[config.mk]
export PLATFORM = sky130hd
export DESIGN_NAME = shift_right_jam_pipe
export DESIGN_NICKNAME = d
export VERILOG_FILES = /design/src/rtl/shift_right_jam_pipe.sv
export SDC_FILE = /design/constraint.sdc
export NUM_CORES = 1
export LEC_CHECK = 0
export ABC_AREA = 1
export CAP_MARGIN = 10
export CORE_UTILIZATION = 60
export CTS_BUF_LIST = sky130_fd_sc_hd__clkbuf_8
export DETAILED_ROUTE_END_ITERATION = 12
export GPL_ROUTABILITY_DRIVEN = 0
export GPL_TIMING_DRIVEN = 0
export PLACE_DENSITY_LB_ADDON = 0.2
export SKIP_CTS_REPAIR_TIMING = 1
export SYNTH_ARGS = -nofsm -noshare
export SYNTH_HDL_FRONTEND = slang
export SYNTH_SLANG_ARGS = --single-unit
[constraint.sdc]
create_clock -name clk -period 5.2 [get_ports clk]
set_input_delay 0.52 -clock clk [delete_from_list [all_inputs] [get_ports clk]]
set_output_delay 0.52 -clock clk [all_outputs]
set_load 0.1 [all_outputs]
[src/rtl/shift_right_jam_pipe.sv]
// Pipelined multi-lane right shifter with sticky (jam) output and valid/ready backpressure.
// Optional: define SHIFT_RIGHT_JAM_PIPE_LSB_JAM_EN to fold each lane's sticky into its result LSB.
module shift_right_jam_pipe #(
  parameter int unsigned LEN   = 24,
  parameter int unsigned EXP   = 8,
  parameter int unsigned LANES = 2,
  parameter int unsigned DEPTH = 2,
  parameter int unsigned TAG_W = 4
) (
  input  logic                   clk,
  input  logic                   rst,
  input  logic                   flush,
  input  logic                   in_valid,
  output logic                   in_ready,
  input  logic [LANES*LEN-1:0]   in_data,
  input  logic [LANES*EXP-1:0]   in_shamt,
  input  logic [TAG_W-1:0]       in_tag,
  output logic                   out_valid,
  input  logic                   out_ready,
  output logic [LANES*LEN-1:0]   out_data,
  output logic [LANES-1:0]       out_sticky,
  output logic [TAG_W-1:0]       out_tag
);

  localparam int unsigned LEVELS = $clog2(LEN + 1);
  localparam int unsigned BASE   = LEVELS / DEPTH;
  localparam int unsigned EXTRA  = LEVELS % DEPTH;
  localparam logic [EXP+31:0] LEN_WIDE = (EXP + 32)'(LEN);

  // Earlier stages absorb the remainder levels.
  function automatic int unsigned stage_lo(input int unsigned k);
    return k * BASE + ((k < EXTRA) ? k : EXTRA);
  endfunction

  function automatic int unsigned stage_hi(input int unsigned k);
    return stage_lo(k) + BASE + ((k < EXTRA) ? 1 : 0);
  endfunction

  // Low 2^j bits; wraps to all-ones when 2^j == LEN.
  function automatic logic [LEN-1:0] lvl_mask(input int unsigned j);
    return (LEN'(1) << (32'd1 << j)) - LEN'(1);
  endfunction

  logic [DEPTH-1:0]            valid_q;
  logic [DEPTH-1:0]            adv;
  logic [DEPTH-1:0]            load;

  logic [LANES*LEN-1:0]        data_q     [DEPTH];
  logic [LANES-1:0]            sticky_q   [DEPTH];
  logic [LANES*LEVELS-1:0]     shamt_q    [DEPTH];
  logic [LANES-1:0]            exceed_q   [DEPTH];
  logic [TAG_W-1:0]            tag_q      [DEPTH];

  logic [LANES*LEN-1:0]        src_data   [DEPTH];
  logic [LANES-1:0]            src_sticky [DEPTH];
  logic [LANES*LEVELS-1:0]     src_shamt  [DEPTH];
  logic [LANES-1:0]            src_exceed [DEPTH];
  logic [TAG_W-1:0]            src_tag    [DEPTH];

  logic [LANES*LEN-1:0]        stage_data   [DEPTH];
  logic [LANES-1:0]            stage_sticky [DEPTH];

  // Ready chain: a stage may move if any later stage is empty or the output drains.
  always_comb begin
    logic open_chain;
    open_chain = out_ready;
    adv        = '0;
    load       = '0;
    for (int k = DEPTH - 1; k >= 0; k--) begin
      adv[k]     = valid_q[k] & open_chain;
      open_chain = open_chain | ~valid_q[k];
    end
    in_ready = open_chain;
    load[0]  = in_valid & open_chain;
    for (int k = 1; k < DEPTH; k++) begin
      load[k] = adv[k-1];
    end
  end

  // Stage sources: stage 0 pre-resolves the exceed case, later stages read the previous register.
  always_comb begin
    for (int k = 0; k < DEPTH; k++) begin
      src_data[k]   = '0;
      src_sticky[k] = '0;
      src_shamt[k]  = '0;
      src_exceed[k] = '0;
      src_tag[k]    = '0;
    end
    for (int i = 0; i < LANES; i++) begin
      logic [EXP-1:0] s;
      logic [LEN-1:0] d;
      logic           ex;
      s  = in_shamt[i*EXP +: EXP];
      d  = in_data[i*LEN +: LEN];
      ex = ({32'd0, s} > LEN_WIDE);
      src_data[0][i*LEN +: LEN]          = ex ? '0 : d;
      src_sticky[0][i]                   = ex & (|d);
      src_shamt[0][i*LEVELS +: LEVELS]   = LEVELS'(s);
      src_exceed[0][i]                   = ex;
    end
    src_tag[0] = in_tag;
    for (int k = 1; k < DEPTH; k++) begin
      src_data[k]   = data_q[k-1];
      src_sticky[k] = sticky_q[k-1];
      src_shamt[k]  = shamt_q[k-1];
      src_exceed[k] = exceed_q[k-1];
      src_tag[k]    = tag_q[k-1];
    end
  end

  // Each stage applies its slice of the binary shift levels and accumulates shifted-out bits.
  always_comb begin
    for (int unsigned k = 0; k < DEPTH; k++) begin
      stage_data[k]   = '0;
      stage_sticky[k] = '0;
      for (int unsigned i = 0; i < LANES; i++) begin
        logic [LEN-1:0]    d;
        logic              st;
        logic [LEVELS-1:0] sh;
        d  = src_data[k][i*LEN +: LEN];
        st = src_sticky[k][i];
        sh = src_shamt[k][i*LEVELS +: LEVELS];
        for (int unsigned j = 0; j < LEVELS; j++) begin
          if (j >= stage_lo(k) && j < stage_hi(k) && sh[j] && !src_exceed[k][i]) begin
            st = st | (|(d & lvl_mask(j)));
            d  = d >> (32'd1 << j);
          end
        end
        stage_data[k][i*LEN +: LEN] = d;
        stage_sticky[k][i]          = st;
      end
    end
  end

  always_ff @(posedge clk or posedge rst) begin
    if (rst) begin
      valid_q <= '0;
      for (int k = 0; k < DEPTH; k++) begin
        data_q[k]   <= '0;
        sticky_q[k] <= '0;
        shamt_q[k]  <= '0;
        exceed_q[k] <= '0;
        tag_q[k]    <= '0;
      end
    end else begin
      for (int k = 0; k < DEPTH; k++) begin
        if (flush) begin
          valid_q[k] <= 1'b0;
        end else begin
          valid_q[k] <= load[k] | (valid_q[k] & ~adv[k]);
        end
        // Payload only moves on a load, so a stalled output stays put.
        if (load[k]) begin
          data_q[k]   <= stage_data[k];
          sticky_q[k] <= stage_sticky[k];
          shamt_q[k]  <= src_shamt[k];
          exceed_q[k] <= src_exceed[k];
          tag_q[k]    <= src_tag[k];
        end
      end
    end
  end

  always_comb begin
    out_valid  = valid_q[DEPTH-1];
    out_sticky = sticky_q[DEPTH-1];
    out_tag    = tag_q[DEPTH-1];
    out_data   = data_q[DEPTH-1];
`ifdef SHIFT_RIGHT_JAM_PIPE_LSB_JAM_EN
    for (int i = 0; i < LANES; i++) begin
      out_data[i*LEN] = data_q[DEPTH-1][i*LEN] | sticky_q[DEPTH-1][i];
    end
`endif
  end

  // The final stage's shift bookkeeping has no consumer.
  logic unused_last_stage;
  assign unused_last_stage = ^{shamt_q[DEPTH-1], exceed_q[DEPTH-1]};

endmodule

* Yosys cells after proc, flatten, opt, wreduce, memory -nomap -nowiden
Cells that the tools add are included.
Storage, ports and cells: flip-flop bits (word level) 122, latch bits 0, RAM bits 0, ROM bits 0, output and inout bits 56, word-level logic and storage cells 84, memories kept 0
Cells by class: add/subtract/negate cells 0, multipliers 0, div/mod/pow operators 0, $lt $le $gt $ge 2, eq/ne operators 0, shift operators 0, muxes and demuxes 24, bitwise gates (word level) 25, reduce and logical (&&, ||, !) cells 24
Operator list (number):
- $mux W24 | 12
- $reduce_or A24 Y1 | 2
- $reduce_or A16 Y1 | 2
- $gt A8 B5 Y1 const B | 2
- $reduce_or A8 Y1 | 2
- $or A1 B1 Y1 | 14
- $mux W1 | 12
- $logic_and A1 B1 Y1 | 10
- $reduce_or A4 Y1 | 2
- $and A1 B1 Y1 | 7
- $logic_not A1 Y1 | 4
- $not A1 Y1 | 4
- $reduce_or A2 Y1 | 2

* Longest topological paths before layout
word-level depth 9, mapped depth 13, mapped depth without buffers 12

* Worst setup path after synthesis
OpenSTA, ideal clock, no wires.
kind flip-flop to flip-flop, start point reg valid_q[1], end point reg data_q[72] (netlist name), arrival time 3.072 ns, required time 5.079 ns, path slack 2.007 ns, stages on the path, launching flop included 9, path buffers 1, clock period less this slack 3.193 ns, path through dfrtp_1 -> nand3_1 -> nand2_1 -> inv_2 -> nand2_1 -> inv_2 -> buf_4 -> a22oi_1 -> nand2_1
Between the ends: cells in the longest elaborated chain, start to end 4
RTL lines:
- start: declaration | line 44 | logic [DEPTH-1:0] valid_q;
- start signal: indexed assignment | line 150 | valid_q[k] <= load[k] | (valid_q[k] & ~adv[k]);
- $not A1 Y1 | line 71 | open_chain = open_chain | ~valid_q[k];
- $or A1 B1 Y1 (2 in series) | line 71
- via in_ready | line 14 | output logic in_ready,
- $and A1 B1 Y1 | line 74 | load[0] = in_valid & open_chain;
- end signal: indexed assignment | line 154 | data_q[k] <= stage_data[k];
- end: declaration | line 48 | logic [LANES*LEN-1:0] data_q [DEPTH];
The timed path passes the listed nets, and every way through them passes these cells. A chain may end at the register's enable or synchronous reset.

* Worst setup path in the final report
start point in out_ready, end point out in_ready
Between the ends: cells in the longest elaborated chain, start to end 2
RTL lines:
- start: declaration | line 19 | input logic out_ready,
- $or A1 B1 Y1 (2 in series) | line 71
- end: declaration | line 14
No other way between the ends.

==> impl_metrics.env <==
export IMPL_status="complete, no violations"
export IMPL_maxSlewHeadroom=0.324
export IMPL_power_switching_uw=1120
export IMPL_synth_flop_cell="dfrtp_1"
export IMPL_routedWlPerCell_um=14.6
export IMPL_pwr_share_comb=0.343
export IMPL_power_frac_seq=0.358
export IMPL_maxSlewViolCount=0
export IMPL_path_delay_family="buffers and inverters"
export IMPL_setup_viol=0
export IMPL_critPathSlowestCell="clkdlybuf4s50_1"
export IMPL_cts_htree_levels=4
export IMPL_synth_top_area_share=0.394
export IMPL_fp_coreArea_um2=12000
export IMPL_fin_nets=1287
export IMPL_crit_path_max_fanout=3
export IMPL_yosysMostFrequentCell="nand2_1"
export IMPL_synthCells=1068
export IMPL_power_leakage_uw=0.00451
export IMPL_max_vdd_ir_drop_mv=0.200
export IMPL_cts_made_buffers=17
export IMPL_drv_cap=0
export IMPL_drt_total_wl_um=20000
export IMPL_arrival_ps=2280
export IMPL_grt_overflow=0
export IMPL_rows=40
export IMPL_internal_power_uw=1810
export IMPL_syn_avg_cell_area_um2=6.89
export IMPL_postRouteAntennaNets=0
export IMPL_synthTopCellsByCount="nand2_1 (351), dfrtp_1 (116), nor2_1 (98), o21ai_0 (98), inv_1 (87)"
export IMPL_cp_num_buf_inv=3
export IMPL_period_share=0.538
export IMPL_groute_usage_overall=0.328
export IMPL_syn_nets=1141
export IMPL_hpwl_um=15100
export IMPL_die_area_um2=12700
export IMPL_port_buffers=126
export IMPL_crit_path_max_incr_delay_ps=1150
export IMPL_cts_tree="yes"
export IMPL_cts_buffer_depth=2
export IMPL_r2r_slack_ps=3220
export IMPL_m1WireLength_um=8710
export IMPL_synth_cell_types=33
export IMPL_grt_start_max_net_pins=70
export IMPL_yosys_warnings=0
export IMPL_synth_edf_count=0
export IMPL_num_antenna_cells=0
export IMPL_worstMarginPinSlew_ps=1010
export IMPL_worst_hold_path_type="register to register"
export IMPL_clk_latency_ps=440
export IMPL_io_pins=129
export IMPL_worstSetupPathType="input pin to primary output"
export IMPL_synth_top_cell_by_area="dfrtp_1"
export IMPL_clk_pin_slew_ps=70
export IMPL_synthTopCellsByArea="dfrtp_1 (39%), nand2_1 (18%), o21ai_0 (6.7%)"
export IMPL_multiInputGateArea_um2=3460
export IMPL_viasPerCell=5.55
export IMPL_clock_fmax_mhz=357
export IMPL_critPathLaunchType="input pin"
export IMPL_route_met3_wl_um=1760
export IMPL_syn_area_um2=7360
export IMPL_p_per_area_nw_per_um2=316
export IMPL_grt_pass1_vias=6902
export IMPL_ys_seq_elements=116
export IMPL_first_pass_iters=5
export IMPL_rsz0062_at_grt="false"
export IMPL_async_flop_share=1.00
export IMPL_place_ws_ps=2410
export IMPL_cts_root_buf="clkbuf_8"
export IMPL_die_h_um=113
export IMPL_wl_met2_um=9210
export IMPL_drt_iter0_markers=927
export IMPL_antenna_found_initial=0
export IMPL_die_x_um=113
export IMPL_switching_share=0.381
export IMPL_end_kind="primary output"
export IMPL_initial_core_util=0.613
export IMPL_setup_ws_ps=2400
export IMPL_fin_setup_tns_ps=0
export IMPL_drc=0
export IMPL_vias=7627
export IMPL_hold_violations=0
export IMPL_drive_gt1_frac=0.111
export IMPL_fill_cells=935
export IMPL_path_common_cell="clkdlybuf4s50_1"
export IMPL_required_ps=4680
export IMPL_top_layer_used="met4"
export IMPL_grt_pass1_wl_um=33000
export IMPL_regArea_um2=2900
export IMPL_ys_seq_area_frac=0.394
export IMPL_period_needed_ps=2800
export IMPL_path_cells="clkdlybuf4s50_1 > inv_1 > nand3_1 > clkdlybuf4s50_1"
export IMPL_cts_sinks=116
export IMPL_clock_power_share=0.299
export IMPL_fin_skew_ps=13.1
export IMPL_synthToLayoutAreaGrowth_pct=25.7
kinds of logic after synthesis:
family / after synthesis / share of synthesized area
compound gates: 190 / 0.148
simple gates: 559 / 0.313
mux: 6 / 0.00816
buf+inv: 197 / 0.136
flops: 116 / 0.394
registers in the layout, summed over array words and instances, names as in the netlist:
| name | flops |
|---|---|
| exceed_q | 2 |
| shamt_q | 4 |
| src_tag | 4 |
| src_sticky | 2 |
| valid_q | 2 |
| out_data | 48 |
| out_tag | 4 |
| data_q | 48 |
| out_sticky | 2 |
stage by stage:
step / utilization / hold slack (ps) / instance area, um^2 / power (uW) / instances
6_report: 0.771 / 472 / 9260 / 2930 / 1374
5_1_grt: 0.771 / 491 / 9260 / 3040 / 1374
3_3_place_gp: 0.733 / 451 / 8810 / 2040 / 1341
3_5_place_dp: 0.736 / 457 / 8840 / 2060 / 1342
2_1_floorplan: - / 442 / 7360 / 1800 / 1068
4_1_cts: 0.771 / 472 / 9260 / 2920 / 1374
final timing paths:
| check | cells past startpoint | endpoint | from |
|---|---|---|---|
| hold reg to reg | 2 | out_tag[2]$_DFFE_PP0P_ | src_tag[2]$_DFFE_PP0P_ |
| setup / recovery | 4 | in_ready | out_ready |
| min in group asynchronous | 2 | out_data[45]$_DFFE_PP0P_ | rst |
| max in group asynchronous | 3 | data_q[60]$_DFFE_PP0P_ | rst |
| hold / removal | 2 | out_tag[2]$_DFFE_PP0P_ | src_tag[2]$_DFFE_PP0P_ |
| setup reg to reg | 6 | data_q[68]$_DFFE_PP0P_ | valid_q[1]$_DFF_PP0_ |
cells in the final DEF, fill, tap and decap left out, drive strengths merged, types with 2 or more instances in the layout:
cell type and n:
a21oi 30, a22oi 4, buf 84, bufinv 3, clkbuf 41, clkdlybuf4s50 126, clkinv 6, dfrtp 116
inv 95, mux2i 6, nand2 354, nand3 72, nand4 18, nor2 103, nor3 4, nor4 6
o211ai 23, o21a 2, o21ai 115, o22a 8, o22ai 5, or2 2
power by group through the flow:
| stage | sequential, uW | combinational, uW | clock (uW) |
|---|---|---|---|
| 2_1_floorplan | 1100 | 701 | 0 |
| 3_3_place_gp | 1060 | 977 | 0 |
| 3_5_place_dp | 1060 | 994 | 0 |
| 4_1_cts | 1050 | 1000 | 875 |
| 5_1_grt | 1060 | 1060 | 924 |
| 6_report | 1050 | 1000 | 876 |
cell type report:
cell class | instances | area share
repair buffers | 127 | 0.139
flip-flops and latches | 116 | 0.314
plain buffers | 103 | 0.0704
clock buffers | 21 | 0.0312
clock inverters | 11 | 0.0142
inverters | 94 | 0.0384
well taps | 147 | 0.0199
multi-input cells | 755 | 0.373
per-layer routing:
layer	track usage	vias up
met5	0	-
met3	0.0589	41
li1	-	3708
met1	0.448	3452
met2	0.537	426
met4	0.0951	0
worst reg2reg max path, delay by kind of cell (launching register included):
family | cells | cell delay, ps
buf+inv | 3 | 980
compound gates | 1 | 100
simple gates | 2 | 370
flops | 1 | 390
(Power assumes the default switching activity.)
